### src/rtl/fpga_cfg_pkg.sv
// -----------------------------------------------------------------------------
// fpga_cfg_pkg
// Shared definitions for the LUT-array configuration controller:
//   CFG_WORD_W  - width of one 4-input LUT truth table (16 bits)
//   MAX_LUTS    - upper bound on array size supported by the onehot() helper
//   cfg_state_e - controller state encoding (3 bits)
//   onehot()    - index to one-hot write-enable vector
// -----------------------------------------------------------------------------
package fpga_cfg_pkg;

   localparam int CFG_WORD_W = 16;
   localparam int MAX_LUTS   = 1024;

   typedef enum logic [2:0] {
      IDLE  = 3'd0,
      LOAD  = 3'd1,
      CHECK = 3'd2,
      DONE  = 3'd3,
      ERR   = 3'd4
   } cfg_state_e;

   // Returns a MAX_LUTS-wide vector with only bit idx set; callers truncate
   // the result to their own array width.
   function automatic logic [MAX_LUTS-1:0] onehot(input int unsigned idx);
      logic [MAX_LUTS-1:0] one;
      one = {{(MAX_LUTS-1){1'b0}}, 1'b1};
      return one << idx;
   endfunction

endpackage

### src/rtl/fpga_cfg_ctrl.sv
// -----------------------------------------------------------------------------
// fpga_cfg_ctrl
// Loads NUM_LUTS 16-bit truth-table words, received over a valid/ready stream,
// into successive LUT cells through a one-hot write-enable bus, and holds the
// fabric enable low until the whole array has been written.
//
// Optional feature (macro FPGA_CFG_CHECKSUM_EN): after the NUM_LUTS words one
// extra trailer word is accepted and compared with the XOR of all loaded
// words; a mismatch lands in ERR with err_o set and the fabric left disabled.
// Without the macro err_o is tied low and ERR is unreachable.
//
// Ports:
//   clk_i        in   clock, rising edge
//   rst_i        in   synchronous active-high reset
//   start_i      in   begin a (re)configuration pass from IDLE/DONE/ERR
//   cfg_data_i   in   [16] truth-table word (bit n = output for input n)
//   cfg_valid_i  in   cfg_data_i valid
//   cfg_ready_o  out  controller accepts a word this cycle
//   lut_data_o   out  [16] word broadcast to all LUTs
//   lut_we_o     out  [NUM_LUTS] one-hot single-cycle write enable
//   lut_en_o     out  fabric outputs valid (DONE only)
//   busy_o       out  pass in progress (LOAD/CHECK)
//   done_o       out  array fully configured
//   err_o        out  checksum mismatch (macro builds only, else 0)
// All outputs are registered.
// -----------------------------------------------------------------------------
module fpga_cfg_ctrl
   import fpga_cfg_pkg::*;
#(
   parameter int NUM_LUTS = 8,
   parameter int IDX_W    = $clog2(NUM_LUTS)
) (
   input  logic                  clk_i,
   input  logic                  rst_i,
   input  logic                  start_i,
   input  logic [CFG_WORD_W-1:0] cfg_data_i,
   input  logic                  cfg_valid_i,
   output logic                  cfg_ready_o,
   output logic [CFG_WORD_W-1:0] lut_data_o,
   output logic [NUM_LUTS-1:0]   lut_we_o,
   output logic                  lut_en_o,
   output logic                  busy_o,
   output logic                  done_o,
   output logic                  err_o
);

   cfg_state_e            state_reg;
   logic [IDX_W-1:0]      idx_reg;
   logic                  cfg_ready_reg;
   logic [CFG_WORD_W-1:0] lut_data_reg;
   logic [NUM_LUTS-1:0]   lut_we_reg;
   logic                  lut_en_reg;
   logic                  busy_reg;
   logic                  done_reg;
`ifdef FPGA_CFG_CHECKSUM_EN
   logic [CFG_WORD_W-1:0] acc_reg;
   logic                  err_reg;
`endif

   logic xfer;
   logic last_word;

   // ready is registered, so a transfer is fully determined by the
   // registered ready and the incoming valid.
   assign xfer      = cfg_valid_i & cfg_ready_reg;
   assign last_word = (idx_reg == IDX_W'(NUM_LUTS - 1));

   always_ff @(posedge clk_i) begin
      if (rst_i) begin
         state_reg     <= IDLE;
         idx_reg       <= '0;
         cfg_ready_reg <= 1'b0;
         lut_data_reg  <= '0;
         lut_we_reg    <= '0;
         lut_en_reg    <= 1'b0;
         busy_reg      <= 1'b0;
         done_reg      <= 1'b0;
`ifdef FPGA_CFG_CHECKSUM_EN
         acc_reg       <= '0;
         err_reg       <= 1'b0;
`endif
      end else begin
         // Write enable is a single-cycle pulse unless a transfer re-arms it.
         lut_we_reg <= '0;

         case (state_reg)
            // A pass can be (re)started from any resting state; clearing
            // done/en here is what drops the fabric enable the cycle after
            // start_i.
            IDLE, DONE, ERR: begin
               if (start_i) begin
                  state_reg     <= LOAD;
                  idx_reg       <= '0;
                  cfg_ready_reg <= 1'b1;
                  busy_reg      <= 1'b1;
                  done_reg      <= 1'b0;
                  lut_en_reg    <= 1'b0;
`ifdef FPGA_CFG_CHECKSUM_EN
                  acc_reg       <= '0;
                  err_reg       <= 1'b0;
`endif
               end
            end

            // start_i is deliberately not looked at here.
            LOAD: begin
               if (xfer) begin
                  lut_data_reg <= cfg_data_i;
                  lut_we_reg   <= NUM_LUTS'(onehot(32'(idx_reg)));
`ifdef FPGA_CFG_CHECKSUM_EN
                  acc_reg      <= acc_reg ^ cfg_data_i;
`endif
                  if (last_word) begin
`ifdef FPGA_CFG_CHECKSUM_EN
                     // ready stays high to take the trailer word.
                     state_reg     <= CHECK;
`else
                     state_reg     <= DONE;
                     cfg_ready_reg <= 1'b0;
                     busy_reg      <= 1'b0;
                     done_reg      <= 1'b1;
                     lut_en_reg    <= 1'b1;
`endif
                  end else begin
                     // Index holds at NUM_LUTS-1 after the last word, so it
                     // never wraps within a pass.
                     idx_reg <= idx_reg + IDX_W'(1);
                  end
               end
            end

`ifdef FPGA_CFG_CHECKSUM_EN
            // The trailer is compared, never written to a LUT.
            CHECK: begin
               if (xfer) begin
                  cfg_ready_reg <= 1'b0;
                  busy_reg      <= 1'b0;
                  if (cfg_data_i == acc_reg) begin
                     state_reg  <= DONE;
                     done_reg   <= 1'b1;
                     lut_en_reg <= 1'b1;
                  end else begin
                     state_reg  <= ERR;
                     err_reg    <= 1'b1;
                  end
               end
            end
`endif

            default: begin
               state_reg     <= IDLE;
               cfg_ready_reg <= 1'b0;
               busy_reg      <= 1'b0;
               done_reg      <= 1'b0;
               lut_en_reg    <= 1'b0;
            end
         endcase
      end
   end

   assign cfg_ready_o = cfg_ready_reg;
   assign lut_data_o  = lut_data_reg;
   assign lut_we_o    = lut_we_reg;
   assign lut_en_o    = lut_en_reg;
   assign busy_o      = busy_reg;
   assign done_o      = done_reg;
`ifdef FPGA_CFG_CHECKSUM_EN
   assign err_o       = err_reg;
`else
   assign err_o       = 1'b0;
`endif

endmodule

### config.mk
export PLATFORM = sky130hd
export DESIGN_NAME = fpga_cfg_ctrl
export DESIGN_NICKNAME = d
export VERILOG_FILES = /design/src/rtl/fpga_cfg_pkg.sv /design/src/rtl/fpga_cfg_ctrl.sv
export SDC_FILE = /design/constraint.sdc
export NUM_CORES = 1
export LEC_CHECK = 0
export CAP_MARGIN = 15
export CORE_MARGIN = 2
export CORE_UTILIZATION = 42
export CTS_CLUSTER_DIAMETER = 80
export DETAILED_ROUTE_END_ITERATION = 10
export GPL_ROUTABILITY_DRIVEN = 1
export MAX_ROUTING_LAYER = met4
export PLACE_DENSITY = 0.82
export REMOVE_ABC_BUFFERS = 1
export SLEW_MARGIN = 10
export SYNTH_ARGS = -nofsm -noshare
export SYNTH_HDL_FRONTEND = slang
export SYNTH_SLANG_ARGS = --single-unit
### constraint.sdc
create_clock -name clk_i -period 2.15 [get_ports clk_i]
set_input_delay 0.43 -clock clk_i [delete_from_list [all_inputs] [get_ports clk_i]]
set_output_delay 0.43 -clock clk_i [all_outputs]
set_load 0.02 [all_outputs]
=== After elaboration in Yosys (flattened, before gate mapping) ===
Index checks and enable logic that the tools add are counted.

* Add/subtract/negate cells: 1
* Eq/ne operators: 8
* Mux-type cells: 16
* Bitwise operators: 3
* Reduce and logical (&&, ||, !) cells: 7
* Shift-type cells: 1

{| class="wikitable"
|+ Operators with widths
! operator !! count
|-
| $mux 3 || 6
|-
| $pmux 3 s2 || 2
|-
| $ne 2x2->1 const B || 4
|-
| $shl 1x3->8 const A || 1
|-
| $eq 3x3->1 const B || 2
|-
| $mux 1 || 6
|-
| $reduce_or 3->1 || 2
|-
| $pmux 1 s2 || 2
|-
| $reduce_and 4->1 || 1
|-
| $add 3x1->3 const B || 1
|-
| $eq 3x1->1 const B || 1
|-
| $eq 3x2->1 const B || 1
|-
| $logic_not 3->1 || 1
|-
| $reduce_and 3->1 || 1
|-
| $not 1->1 || 2
|-
| $reduce_and 2->1 || 1
|-
| $reduce_bool 2->1 || 1
|-
| $and 1x1->1 || 1
|}

* Flip-flop bits (word level): 32
* Logic and storage cells: 42
* Input bits: 20
* Output and inout bits: 29

=== Depth between registers and ports, before layout ===
* Depth after elaboration: 4
* Mapped depth: 7
* Gate-level depth less buffers: 5

=== Least setup slack after synthesis ===
Ideal clock, no wire load.

* Kind: reg2reg
* Start: reg, netlist name done_o
* End: reg idx_reg[0]
* Cell stages (with the launch flop): 6
* Arrival time: 1496 ps
* Clock period less this slack: 1616 ps
* Path slack: 534 ps
* Data required time: 2029 ps
* Cell sequence: dfxtp_1 inv_1 ha_1 nor3b_1 a31o_2 mux2_2

{| class="wikitable"
|+ RTL lines
! what !! RTL line !! text
|-
| to (signal assigned) || fpga_cfg_ctrl.sv:127 || <nowiki>idx_reg <= idx_reg + IDX_W'(1);</nowiki>
|-
| to (decl) || fpga_cfg_ctrl.sv:48 || <nowiki>logic [IDX_W-1:0] idx_reg;</nowiki>
|}

=== Worst setup path after layout ===
* Start: reg busy_reg (netlist: busy_o)
* End: out busy_o

{| class="wikitable"
|+ RTL lines
! what !! RTL line !! text
|-
| from (decl) || fpga_cfg_ctrl.sv:53 || <nowiki>logic busy_reg;</nowiki>
|-
| from (signal assigned) || fpga_cfg_ctrl.sv:76 || <nowiki>busy_reg <= 1'b0;</nowiki>
|-
| from (signal assigned) || fpga_cfg_ctrl.sv:95 || <nowiki>busy_reg <= 1'b1;</nowiki>
|-
| from (signal assigned) || fpga_cfg_ctrl.sv:120 || <nowiki>busy_reg <= 1'b0;</nowiki>
|-
| to (decl) || fpga_cfg_ctrl.sv:42 || <nowiki>output logic busy_o,</nowiki>
|}

No word-level cell between the ends.

==> run metrics <==
share of cells above drive strength 1=0.0820; number of vias per cell=slightly above 5; register clock-pin slew on the reported worst setup and hold paths=~0.090 ns; largest area contributor in the netlist=dfxtp_1; final routed wirelength across all metal layers=between 2000 and 3000 um; Crit Path Class=reg -> out; static leakage=about 0.00065 uW; initial antenna violation count=0; area of the mapped netlist=roughly 1200 um^2; setup tns final=0 ns; Crit-path slowest cell=clkdlybuf4s50_1; worst setup slack for register-to-register paths=0.49 ns; number of buffers inserted by port buffering=47; via count of the first global-routing pass=approximately 1,000; number of buffers on the longest clock path=2; top post-synthesis cells by area=dfxtp_1 (50%), nand2_1 (9.9%), ha_1 (7.2%); post-synthesis share of cell area spent on and, or, nand and nor gates=0.230; worst hold path cell count=2; Post-Layout Cell Count=about 210; max-slew violations=0; count of inserted antenna diode cells=0; number of endpoints failing setup at the final stage=0; share of the cycle needed by the critical path after routing=0.865; gate count of the mapped netlist=about 130; ys flop type=dfxtp_1; total instance count after detailed placement=just over 200; cell depth of the worst flop-to-flop path=5; # IOs=between 40 and 50; share of the synthesized area in compound gates (AO/OA/AOI/OAI)=0.132; cell area power density=about 840 nW/um^2; Vert. Die Dim=a little under 60 um; clock network latency to the later pin of the worst-skew pair=0.32 ns; number of synthesized flops with an enable pin=0; minimum period implied by the final worst setup slack=1.86 ns; number of setup buffers added after CTS=0; Yosys top cell area share=0.496; average footprint of a synthesized cell=9.10 um^2; flip-flop count of the largest register, all copies and words added=16; Adder-Cell Fraction of Synth Area=0.0724; CTS tree=yes; CTS Buf Count=5; length of the first detailed-routing pass in iterations=4; core area=2760 um^2; critical path fanouts, max=7; flop and latch count out of synthesis=30; launch point of the worst reg-to-reg path=idx_reg[0]$_SDFFE_PP0P_; Die ar.=about 3300 um^2; violation count after the first detailed-routing iteration=42; number of antenna-violating nets in the routed design=0; setup repair after global routing missed its margin=no; most frequent standard cell in the layout excluding fill and tap cells=clkdlybuf4s50_1; Worst path max stage delay=0.65 ns; largest net degree at the start of global routing=18; total congestion overflow=0; startpoint types=register; number of hold-repair buffers added at the cts stage=0; Die Span X=just under 60 um; commonest non-fill, non-tap cells in the layout=clkdlybuf4s50_1 (47), nand2_1 (32), dfxtp_1 (30); end of the worst register-to-register path=idx_reg[0]$_SDFFE_PP0P_; total of cells resized after clock tree synthesis=0; Synth-to-Final Area Change=44.8%; Std-Cell Rows=19; clock sink count=30; origin of the worst min-delay path=lut_data_o[10]$_SDFFE_PP0P_; Worst VDD drop=0.620 mV; async set-reset flop share out of synthesis=0; Min-Delay Path Class=reg -> reg; H-tree depth=2; data required time of the worst path=around 1.7 ns; Final Hold Vio Count=0; worst endpoint data arrival time=between 1 and 1.5 ns; clock tree root buffer cell=clkbuf_4; power after layout=1470 uW; post-synthesis xor/xnor area fraction=0; fillcell total=236; Final #Nets=between 200 and 250; routability congestion estimate=~0.85; run status=finished clean; post-detail-place hpwl=~1900 um; All-Layer GR Usage=0.166; CP top delay family=buffers and inverters; number of DRC violations after detailed routing=0; initial core utilization=0.439; number of violations of the max-capacitance limit=0; CP endpoint kind=output pin; Worst Hold Endpoint=lut_data_o[10]$_SDFFE_PP0P_; largest family of logic cells by synthesized area=simple AND/OR/NAND/NOR gates; share of synthesized area occupied by flip-flops and latches=0.496; max frequency=0.537 GHz; count of yosys warnings during synthesis=0; Cell Chain, Critical Path=clkdlybuf4s50_1; multiplexer fraction of the synthesized cell area=0.00931; Netlist cell types=28; routed wire length per instance=approximately 12 um; worst-case clock skew=between 0.005 and 0.006 ns; total via count after detailed routing=between 1k and 1.5k; WP buf/inv=1; wire length of the first global-routing pass=between 4000 and 5000 um
==> logic make-up after synthesis <==
kind of cell | after synthesis
adders and majority gates | 7
DFF | 30
AOI/OAI and AO/OA | 27
muxes | 1
other | 1
buffers and inverters | 13
and+or+nand+nor | 54
==> how the worst max path moves through the flow <==
stage	startpoint	endpoint	slack (ns)	cells after the start
floorplan	done_o$_SDFFE_PP0P_	idx_reg[0]$_SDFFE_PP0P_	0.41	5
global placement	rst_i	idx_reg[0]$_SDFFE_PP0P_	0.41	4
detailed placement	rst_i	idx_reg[0]$_SDFFE_PP0P_	0.35	4
CTS	busy_o$_SDFFE_PP0P_	busy_o	0.27	1
global route	busy_o$_SDFFE_PP0P_	busy_o	0.21	1
finish	busy_o$_SDFFE_PP0P_	busy_o	0.29	1
==> cell type report <==
type                       count  area [um^2]  area share
multi-input combinational     90          541       0.309
sequential                    30          601       0.343
inverter                       5         18.8      0.0107
clock buffer                   7         55.1      0.0314
clock inverter                 1         5.00     0.00286
tap                           31         38.8      0.0221
timing repair buffer          50          493       0.281
==> Yosys cell counts (2+ instances only) <==
library cell / instances
a21oi_1: 17
a22o_1: 2
a31oi_1: 2
and2_1: 8
and3_1: 2
buf_4: 5
clkbuf_1: 2
dfxtp_1: 30
ha_1: 7
inv_1: 5
nand2_1: 32
nand2b_1: 3
nor2b_1: 2
o21ai_0: 2
==> per-stage QoR <==
stage               hold slack (ns)  setup WS, ns   util  cell area [um^2]
floorplan                     0.484         0.406      -              1160
global placement              0.442         0.409  0.613              1690
detailed placement            0.448         0.355  0.613              1690
CTS                           0.460         0.266  0.635              1750
global route                  0.483         0.214  0.635              1750
finish                        0.457         0.289  0.635              1750
==> metal layers <==
metal  global-route usage  up-vias  part of all wire
li1                     -      532                 -
met1                0.188      489              0.43
met2                0.255       49              0.45
met3               0.0446        8             0.088
met4                0.110        0             0.028
met5                    -        -                 0
==> report_power, final <==
group          total [uW]  internal [uW]  switching (uW)  leakage, uW
logic                 484            235             249     0.000375
clock network         341            158             182    0.0000353
registers             640            599            41.3     0.000242
Note: power is estimated with default switching activity, not from simulation.
